===== src/rtl/sat_counter.sv =====
// Saturating event counter; a same-cycle clear beats an increment.
module sat_counter #(
  parameter int unsigned STAT_W = 8
) (
  input  logic              clk,
  input  logic              rst,
  input  logic              clr,
  input  logic              inc,
  output logic [STAT_W-1:0] q
);

  always_ff @(posedge clk) begin
    if (!rst) begin
      q <= '0;
    end else if (clr) begin
      q <= '0;
    end else if (inc && (q != {STAT_W{1'b1}})) begin
      q <= q + STAT_W'(1);
    end
  end

endmodule


===== config.mk =====
export PLATFORM = sky130hd
export DESIGN_NAME = sat_counter
export DESIGN_NICKNAME = d
export VERILOG_FILES = /design/src/rtl/sat_counter.sv
export SDC_FILE = /design/constraint.sdc
export NUM_CORES = 1
export LEC_CHECK = 0
export CELL_PAD_IN_SITES_DETAIL_PLACEMENT = 1
export CELL_PAD_IN_SITES_GLOBAL_PLACEMENT = 2
export CORE_MARGIN = 4
export CORE_UTILIZATION = 25
export DETAILED_ROUTE_END_ITERATION = 6
export PLACE_DENSITY = 0.73
export SYNTH_ARGS = -nofsm -noshare
export SYNTH_HDL_FRONTEND = slang
export SYNTH_SLANG_ARGS = --single-unit

===== constraint.sdc =====
create_clock -name clk -period 1.3 [get_ports clk]
set_input_delay 0.325 -clock clk [delete_from_list [all_inputs] [get_ports clk]]
set_output_delay 0.325 -clock clk [all_outputs]
set_load 0.01 [all_outputs]

==> impl_metrics.toml <==
[global_route]
groute.usage.overall = 0.103
grt-ovfl-total = 0
antenna_found_initial = 0
grt_pass1_vias = 437
grt_pass1_wl_um = 1970
grt_max_degree = 9

[die]
fp.dieArea_um2 = 2410
core_area_um2 = 1540
die_x_um = 49.1
initial_core_util = 0.274
placementRows = 14
io-pin-count = 12
die_h_um = 49.1

[timing]
skew_ns = 0.00285
fin_crit_sh = 0.934
tightest_slew_ns = 0.230
slew-limit-headroom = 0.847
setup_ws_ns = 0.0854
hold_slack_ns = 0.480
max_freq_mhz = 823
setup_violations = 0
slew_violations = 0
fin_crit_ns = 1.21
finalHoldViolCount = 0
rsz0062_at_grt = "yes"

[place]
gp_congestion = 0.671
place_ws_ns = -0.232
io_buffers = 11
dp_hpwl_um = 844

[clock_network]
cts.clk_slew.worst_paths_ns = 0.06
ctsHoldBuffers = 0
cts_made_buffers = 3
cts_htree_levels = 1
cts_tree = "done"
insertion_delay_ns = 0.25
root_buffer = "clkbuf_4"
cts_sinks = 8
clockBufferDepth = 2

[power_and_ir_drop]
leakage_nw = 0.306
p_per_area_nw_per_um2 = 747
p_seq_frac = 0.513
clock_power_share = 0.408
p_switching_mw = 0.111
p_comb_frac = 0.079
finalPower_mw = 0.487
ir_drop_v = 0.000539
p_int_mw = 0.376
switching_share = 0.228

[final_layout]
utilization = 0.423
nets = 77
areaGrowthSynthToFinish_pct = 54.6
multiInputGateArea_um2 = 269
regMostFlops = "q"
nFillCells = 198
reg_top3 = "q (8)"
ff_latch_area_um2 = 163
antenna_cells = 0
drive_above_1_share = 0.300
largest_register_ffs = 8

[logic_synthesis]
ys_top_cells_by_area = "dfxtp_1 38%, and4_1 8.3%, mux2i_1 7.1%"
synthFlopType = "dfxtp_1"
yosys_warnings = 0
synth_edf_count = 0
syn_area_um2 = 422
synth_most_common_cell = "dfxtp_1"
synth_cell_type_count = 19
syn_area_per_cell_um2 = 9.17
yosys.area.top_type = "dfxtp_1"
netlist_instances = 46
syn_nets = 51
synth.top_cells.by_count = "8 x dfxtp_1, 5 x a21oi_1, 5 x nand2_1"
ys_ff_latch = 8
synth_seq_area_share = 0.380
yosysTopAreaCellShare = 0.380
async_reset_ff_frac = 0

[setup_path]
crit_path_start_kind = "flop"
crit_arrival_ns = 1.40
max_stage_delay_ns = 0.31
required_ns = 1.48
end_kind = "flop"
crit_chain = "buf_4, and3_1, a211oi_2, mux2i_1"
path_class = "reg -> reg"
critPathMaxFanout = 5
critical_path.slowest_cell = "dfxtp_1"

[drt]
avgViaCountPerCell = 5.26
drc = 0
wl_um = 1130
dr.pass1.iters = 2
vias = 452
wl_per_cell_um = 13.2
drtAntennaViolNets = 0
first_iter_violations = 1

[job]
max_cap_violations = 0

[worst_hold_path]
min_path_type = "reg -> reg"

[status]
outcome = "finished clean"
[placed cells by master, fill, tap and decap left out, drive strengths merged, types with 2 or more instances in the layout]
master          n
and4            5
buf            10
clkdlybuf4s50   2
nor2b           4
nand2           5
a21oi           5
dlygate4sd2     8
mux2i           3
a31oi           2
clkbuf          3
dfxtp           8
nand2b          3
o21ai           2
nor3            2
[routing by layer]
metal	track usage	wire length, µm	up-vias
met4	0.0404	13	0
met2	0.159	519	5
met1	0.133	572	219
li1	-	-	226
met3	0.0275	26	2
met5	0	0	-
[worst max-delay path: cells and delay by family (launching register included)]
| kind | cells | cell delay [ns] |
|---|---|---|
| AND/OR/NAND/NOR | 1 | 0.25 |
| flip-flops | 1 | 0.31 |
| multiplexers | 1 | 0.19 |
| buffers and inverters | 1 | 0.14 |
| AO/OA/AOI/OAI | 1 | 0.26 |
[cell type report]
| type | count | area share |
|---|---|---|
| timing repair buffer | 21 | 0.273 |
| clock buffer | 3 | 0.0345 |
| sequential | 8 | 0.250 |
| tap | 16 | 0.0307 |
| multi-input combinational | 38 | 0.413 |
[final timing paths]
| path | startpoint | endpoint | slack, ns | cells past startpoint |
|---|---|---|---|---|
| max | q[6]$_SDFFE_PP0P_ | q[5]$_SDFFE_PP0P_ | 0.09 | 4 |
| min | q[0]$_SDFFE_PP0P_ | q[0]$_SDFFE_PP0P_ | 0.48 | 2 |
| max reg2reg | q[6]$_SDFFE_PP0P_ | q[5]$_SDFFE_PP0P_ | 0.09 | 4 |
| min reg2reg | q[0]$_SDFFE_PP0P_ | q[0]$_SDFFE_PP0P_ | 0.48 | 2 |
[power by group through the flow]
| stage | combinational (mW) | clock (mW) | sequential (mW) |
|---|---|---|---|
| 6_report | 0.0383 | 0.199 | 0.250 |
| 5_1_grt | 0.0426 | 0.218 | 0.251 |
| 4_1_cts | 0.0390 | 0.205 | 0.250 |
| 3_5_place_dp | 0.0404 | 0 | 0.255 |
| 3_3_place_gp | 0.0397 | 0 | 0.255 |
| 2_1_floorplan | 0.0132 | 0 | 0.256 |
[stage by stage]
stage	TNS, ns	instances	instance area (µm²)
6_report	0	86	652
5_1_grt	-0.000593	86	652
4_1_cts	0	86	642
3_5_place_dp	-1.18	83	627
3_3_place_gp	-1.04	83	627
2_1_floorplan	0	46	422
[cells by family after synthesis]
group           count (synthesis)  synth area share
compound gates                 12             0.190
simple gates                   22             0.329
mux                             3            0.0712
fa+ha+maj                       1            0.0297
flops                           8             0.380
[repair_timing]
item                                    in CTS  in global routing
resized for setup                            9                  4
endpoints found under the setup margin       9                  8
buffers inserted                             0                  0
pin swaps                                    0                  1
Note: power is estimated with default switching activity, not from simulation.
